### src/rtl/sequenciador_de_instrucoes.sv
// -----------------------------------------------------------------------------
// sequenciador_de_instrucoes
//
// Multi-cycle control sequencer for the 8-register / ALU datapath. It accepts
// one 16-bit instruction per valid/ready handshake, latches it into IR and
// steps through IDLE -> T1 [-> T2 -> T3] -> FIM, driving the bus mux select,
// register write enables, A/G load enables and the ALU operation.
//
// All datapath controls are decoded from the current state and the latched IR
// only (Moore style): nothing on iin reaches an output combinationally.
//
// Instruction format: [15:13] opcode, [12:10] rx, [9:7] ry, [6:0] unused here
// (the immediate is sign-extended by the datapath itself).
//   000 mv  rx <- ry        001 mvi rx <- imm
//   010 add rx <- rx + ry   011 sub rx <- rx - ry   100 and rx <- rx & ry
//   101..111 illegal (retired with erro, no writes)
//
// Ports
//   clock          in   rising-edge clock
//   reset          in   synchronous active-high reset
//   iin            in   instruction word
//   iin_valid      in   iin holds a valid instruction
//   iin_ready      out  sequencer idle and able to accept
//   hold           in   stall: freeze state/IR/count, force controls low
//   mux_select     out  bus source: 0-7 = R0-R7, SEL_G, SEL_IMM
//   regs_enable    out  one-hot write enable for R0-R7
//   a_reg_enable   out  load A from bus
//   alu_reg_enable out  load G from ALU
//   alu_op_select  out  00 add, 01 sub, 10 and
//   done           out  one-cycle pulse when an instruction retires
//   erro           out  accompanies done when the opcode was illegal
//   instr_count    out  retired instruction count (illegal included), wraps
// -----------------------------------------------------------------------------
module sequenciador_de_instrucoes #(
  parameter int         DATA_WIDTH  = 16,
  parameter logic [3:0] SEL_G       = 4'd8,
  parameter logic [3:0] SEL_IMM     = 4'd9,
  parameter int         COUNT_WIDTH = 16
) (
  input  logic                   clock,
  input  logic                   reset,
  input  logic [DATA_WIDTH-1:0]  iin,
  input  logic                   iin_valid,
  output logic                   iin_ready,
  input  logic                   hold,
  output logic [3:0]             mux_select,
  output logic [7:0]             regs_enable,
  output logic                   a_reg_enable,
  output logic                   alu_reg_enable,
  output logic [1:0]             alu_op_select,
  output logic                   done,
  output logic                   erro,
  output logic [COUNT_WIDTH-1:0] instr_count
);

  typedef enum logic [2:0] {
    S_IDLE = 3'd0,
    S_T1   = 3'd1,
    S_T2   = 3'd2,
    S_T3   = 3'd3,
    S_FIM  = 3'd4
  } state_t;

  localparam logic [2:0] OP_MV  = 3'b000;
  localparam logic [2:0] OP_MVI = 3'b001;
  localparam logic [2:0] OP_ADD = 3'b010;
  localparam logic [2:0] OP_SUB = 3'b011;
  localparam logic [2:0] OP_AND = 3'b100;

  state_t                 state_q, state_d;
  logic [DATA_WIDTH-1:0]  ir_q, ir_d;
  logic [COUNT_WIDTH-1:0] count_q, count_d;

  // IR field extraction
  logic [2:0] opcode;
  logic [2:0] rx;
  logic [2:0] ry;
  logic       unused_imm;

  assign opcode = ir_q[15:13];
  assign rx     = ir_q[12:10];
  assign ry     = ir_q[9:7];
  // Immediate bits are consumed by the datapath, not by the sequencer.
  assign unused_imm = ^ir_q[6:0];

  // Opcode classification
  logic is_mv;
  logic is_mvi;
  logic is_alu;
  logic is_illegal;

  assign is_mv      = (opcode == OP_MV);
  assign is_mvi     = (opcode == OP_MVI);
  assign is_alu     = (opcode == OP_ADD) || (opcode == OP_SUB) ||
                      (opcode == OP_AND);
  assign is_illegal = !(is_mv || is_mvi || is_alu);

  // One-hot write enable for a register index
  function automatic logic [7:0] reg_onehot(input logic [2:0] idx);
    logic [7:0] oh;
    oh = 8'd0;
    oh[idx] = 1'b1;
    return oh;
  endfunction

  // Register index as a bus mux code (0-7 select R0-R7)
  function automatic logic [3:0] reg_sel(input logic [2:0] idx);
    return {1'b0, idx};
  endfunction

  // ALU operation for the arithmetic/logic opcodes
  function automatic logic [1:0] alu_op_of(input logic [2:0] op);
    logic [1:0] sel;
    case (op)
      OP_ADD:  sel = 2'b00;
      OP_SUB:  sel = 2'b01;
      OP_AND:  sel = 2'b10;
      default: sel = 2'b00;
    endcase
    return sel;
  endfunction

  // Next-state and output decode. hold suppresses every case branch, so the
  // registers keep their value and every control output stays at its default
  // zero; on release the same state decodes its full output set again.
  always_comb begin
    state_d        = state_q;
    ir_d           = ir_q;
    count_d        = count_q;
    iin_ready      = 1'b0;
    mux_select     = 4'd0;
    regs_enable    = 8'd0;
    a_reg_enable   = 1'b0;
    alu_reg_enable = 1'b0;
    alu_op_select  = 2'b00;
    done           = 1'b0;
    erro           = 1'b0;

    if (!hold) begin
      case (state_q)
        S_IDLE: begin
          iin_ready = 1'b1;
          if (iin_valid) begin
            ir_d    = iin;
            state_d = S_T1;
          end
        end

        S_T1: begin
          if (is_mv) begin
            mux_select  = reg_sel(ry);
            regs_enable = reg_onehot(rx);
            state_d     = S_FIM;
          end else if (is_mvi) begin
            mux_select  = SEL_IMM;
            regs_enable = reg_onehot(rx);
            state_d     = S_FIM;
          end else if (is_alu) begin
            mux_select   = reg_sel(rx);
            a_reg_enable = 1'b1;
            state_d      = S_T2;
          end else begin
            // Illegal opcode: no datapath activity, erro is reported in FIM.
            state_d = S_FIM;
          end
        end

        S_T2: begin
          mux_select     = reg_sel(ry);
          alu_op_select  = alu_op_of(opcode);
          alu_reg_enable = 1'b1;
          state_d        = S_T3;
        end

        S_T3: begin
          mux_select  = SEL_G;
          regs_enable = reg_onehot(rx);
          state_d     = S_FIM;
        end

        S_FIM: begin
          done    = 1'b1;
          erro    = is_illegal;
          count_d = count_q + COUNT_WIDTH'(1);
          state_d = S_IDLE;
        end

        default: begin
          state_d = S_IDLE;
        end
      endcase
    end
  end

  always_ff @(posedge clock) begin
    if (reset) begin
      state_q <= S_IDLE;
      ir_q    <= '0;
      count_q <= '0;
    end else begin
      state_q <= state_d;
      ir_q    <= ir_d;
      count_q <= count_d;
    end
  end

  assign instr_count = count_q;

endmodule

### config.mk
export PLATFORM = sky130hd
export DESIGN_NAME = sequenciador_de_instrucoes
export DESIGN_NICKNAME = d
export VERILOG_FILES = /design/src/rtl/sequenciador_de_instrucoes.sv
export SDC_FILE = /design/constraint.sdc
export NUM_CORES = 1
export LEC_CHECK = 0
export CAP_MARGIN = 10
export CORE_ASPECT_RATIO = 0.8
export CORE_MARGIN = 2
export CORE_UTILIZATION = 46
export DETAILED_ROUTE_END_ITERATION = 8
export MAX_ROUTING_LAYER = met4
export PLACE_DENSITY_LB_ADDON = 0.2
export SLEW_MARGIN = 10
export SYNTH_ARGS = -nofsm -noshare
export SYNTH_HDL_FRONTEND = slang
export SYNTH_SLANG_ARGS = --single-unit
### constraint.sdc
create_clock -name clock -period 6.2 [get_ports clock]
set_clock_uncertainty 0.1 [all_clocks]
set_input_delay 1.86 -clock clock [delete_from_list [all_inputs] [get_ports clock]]
set_output_delay 1.86 -clock clock [all_outputs]
set_load 0.01 [all_outputs]
==> impl_metrics.yaml <==
pwr:
  power_density_nw_per_um2: 163
  ir_drop_v: 0.000153
  p_total_uw: 317
  leakage_nw: 0.667
clock_network:
  clockBufferDepth: 2
  cts_tree: "yes"
  h-tree-depth: 1
  clk_latency_ns: 0.26
  cts_hold_buf: 0
  numCtsBuffers: 3
  ctsResizeCount: 0
  cts_setup_buffers: 0
  clk_pin_slew_ns: 0.08
  cts-root-buf: "clkbuf_8"
  clkSinkCount: 28
logic_synthesis:
  ys.flop_type: "dfxtp_1"
  ys_seq_area_share_pct: 40.0
  synth_seq_cells: 28
  synth.net_count: 197
  ys_async_sr_fraction_pct: 0
  synth_area_um2: 1400
  avgSynthCellArea_um2: 7.96
  synth_cells: 176
  synth_edf_count: 0
  synth_cell_types: 40
  yosysWarningCount: 0
placement:
  dp_cells: 255
  hpwl_um: 2580
  gp_congestion: 0.875
  dp_slack_ns: 0.462
  post_dp_cell_area_um2: 1900
  numPortBuffers: 47
finish:
  stdcell_count: 258
  drive_gt1_share_pct: 6.82
  syn2layout_area_growth_pct: 38.8
  antenna_cells: 0
  nNetsFinal: 243
  post-route-util_pct: 68.8
  final_area_um2: 1950
floorplan:
  die_w_um: 65.7
  start_util_pct: 49.5
  die-area_um2: 3510
  die_h_um: 53.4
  core_area_um2: 2830
  io_pins: 55
  rows: 17
sta:
  hold_viol: 0
  period_needed_ns: 5.77
  whs_ns: 0.363
  max_clock_freq_ghz: 0.173
  setup_viol: 0
  fin_crit_sh_pct: 93.0
  slew_viol_final: 0
  tightest_slew_ns: 0.979
  fin_ws_ns: 0.434
  slew-limit-headroom_pct: 34.6
  rsz0062_at_grt: "no"
  setup_tns_ns: 0
global_route:
  grt_util_all_layers_pct: 20.4
  globalRouteOverflowTotal: 0
  antenna_found_initial: 0
  grt_pass1_wl_um: 5380
  grt_max_degree: 29
  grt_pass1_vias: 1231
critical_path:
  crit_end: "regs_enable[1]"
  critPathKind: "in -> out"
  worst_r2r_path_depth: 5
  cpPeakStageDelay_ns: 0.57
  cpMostUsedCell: "clkdlybuf4s50_1"
  crit_arrival_ns: 3.81
  worst-path-max-fanout: 8
  startpoint_type: "primary input"
  end_kind: "output pin"
  crit_start: "hold"
  worst-endpoint-required_ns: 4.24
  path_cells: "clkdlybuf4s50_1 > nor2_1 > o211ai_1 > or2_2 > nor3_1 > clkdlybuf4s50_1"
  r2r-start: "state_q[0]"
  r2r_slack_ns: 4.18
  critPathSlowestCell: "clkdlybuf4s50_1"
  r2r_end: "instr_count[15]"
flow_run:
  drv_cap: 0
detailed_routing:
  via_count: 1418
  dr.pass1.iters: 4
  vias_per_cell: 5.50
  wl_per_cell_um: 13.3
  wl_um: 3430
  drtIter0Drc: 79
  drc: 0
  ant_nets: 0
run_status:
  status: "complete, no violations"
worst_hold_path:
  hp-start: "ir_q[10]"
  hold_class: "reg -> reg"
==> cell families after synthesis <==
logic type | share of synthesized area [%]
AO/OA/AOI/OAI | 15.2
XOR/XNOR | 5.00
adder cells (fa/ha/maj) | 0.893
buffers and inverters | 3.21
flip-flops | 40.0
multiplexers | 0.714
AND/OR/NAND/NOR | 35.0
==> cells in the mapped netlist, types with 2 or more instances <==
cell / n / share of area, %
and3_1: 2 / 0.89
or4_1: 2 / 1.1
and2_1: 2 / 0.89
nor3_1: 3 / 1.1
a21oi_1: 19 / 6.8
clkbuf_1: 6 / 1.6
xor2_1: 7 / 4.4
a22o_1: 2 / 1.3
dfxtp_1: 28 / 40
nor2b_1: 2 / 0.89
o31ai_1: 2 / 1.1
nand3_1: 14 / 5.0
inv_1: 2 / 0.54
buf_2: 3 / 1.1
nor4_1: 2 / 0.89
o211ai_1: 2 / 1.1
nand2_1: 16 / 4.3
nand4_1: 4 / 1.8
o21ai_0: 7 / 2.5
or3_1: 4 / 1.8
or2_2: 2 / 0.89
nand2b_1: 4 / 1.8
nor2_1: 24 / 6.4
==> worst min path at each step <==
stage / endpoint / slack, ns / depth (start not counted)
floorplan: ir_q[8] / 0.34 / 2
global placement: ir_q[9] / 0.35 / 2
detailed placement: ir_q[10] / 0.35 / 2
CTS: ir_q[10] / 0.37 / 2
global route: ir_q[9] / 0.40 / 2
finish: ir_q[10] / 0.36 / 2
==> area by class of cell <==
cell class	count	area, um2
Fill cell	242	883
Multi-Input combinational cell	137	796
Inverter	2	7.51
Sequential cell	28	561
Clock buffer	3	41.3
Tap cell	38	47.5
Timing Repair Buffer	50	493
==> critical path: cells and delay by family <==
family,cells,cell delay [ns]
AND/OR/NAND/NOR,3,0.69
AO/OA/AOI/OAI,1,0.13
buffers and inverters,2,1.13
==> metal layers <==
| metal | up-vias | global-route usage (%) | wire (um) |
|---|---|---|---|
| li1 | 712 | - | - |
| met1 | 661 | 27.6 | 1590 |
| met2 | 43 | 32.7 | 1630 |
| met3 | 2 | 4.04 | 189 |
| met4 | 0 | 2.43 | 9 |
| met5 | - | - | 0 |
==> cell usage in the layout, fill, tap and decap left out, types with 7 or more instances in the layout <==
cell type / count
nand2_1: 16
a21oi_1: 19
dfxtp_1: 28
nand3_1: 14
o21ai_0: 7
nor2_1: 24
clkdlybuf4s50_1: 47
xor2_1: 7
==> where the power goes <==
| part | total [mW] | switching (mW) | internal [mW] |
|---|---|---|---|
| Sequential | 0.189 | 0.00514 | 0.183 |
| Clock | 0.0947 | 0.0513 | 0.0435 |
| Combinational | 0.0341 | 0.0172 | 0.0169 |
==> state kept, by name, indices dropped and copies added (netlist names) <==
| signal | cells |
|---|---|
| state_q | 3 |
| ir_q | 9 |
| instr_count | 16 |
Power figures use the tool's default switching activity.
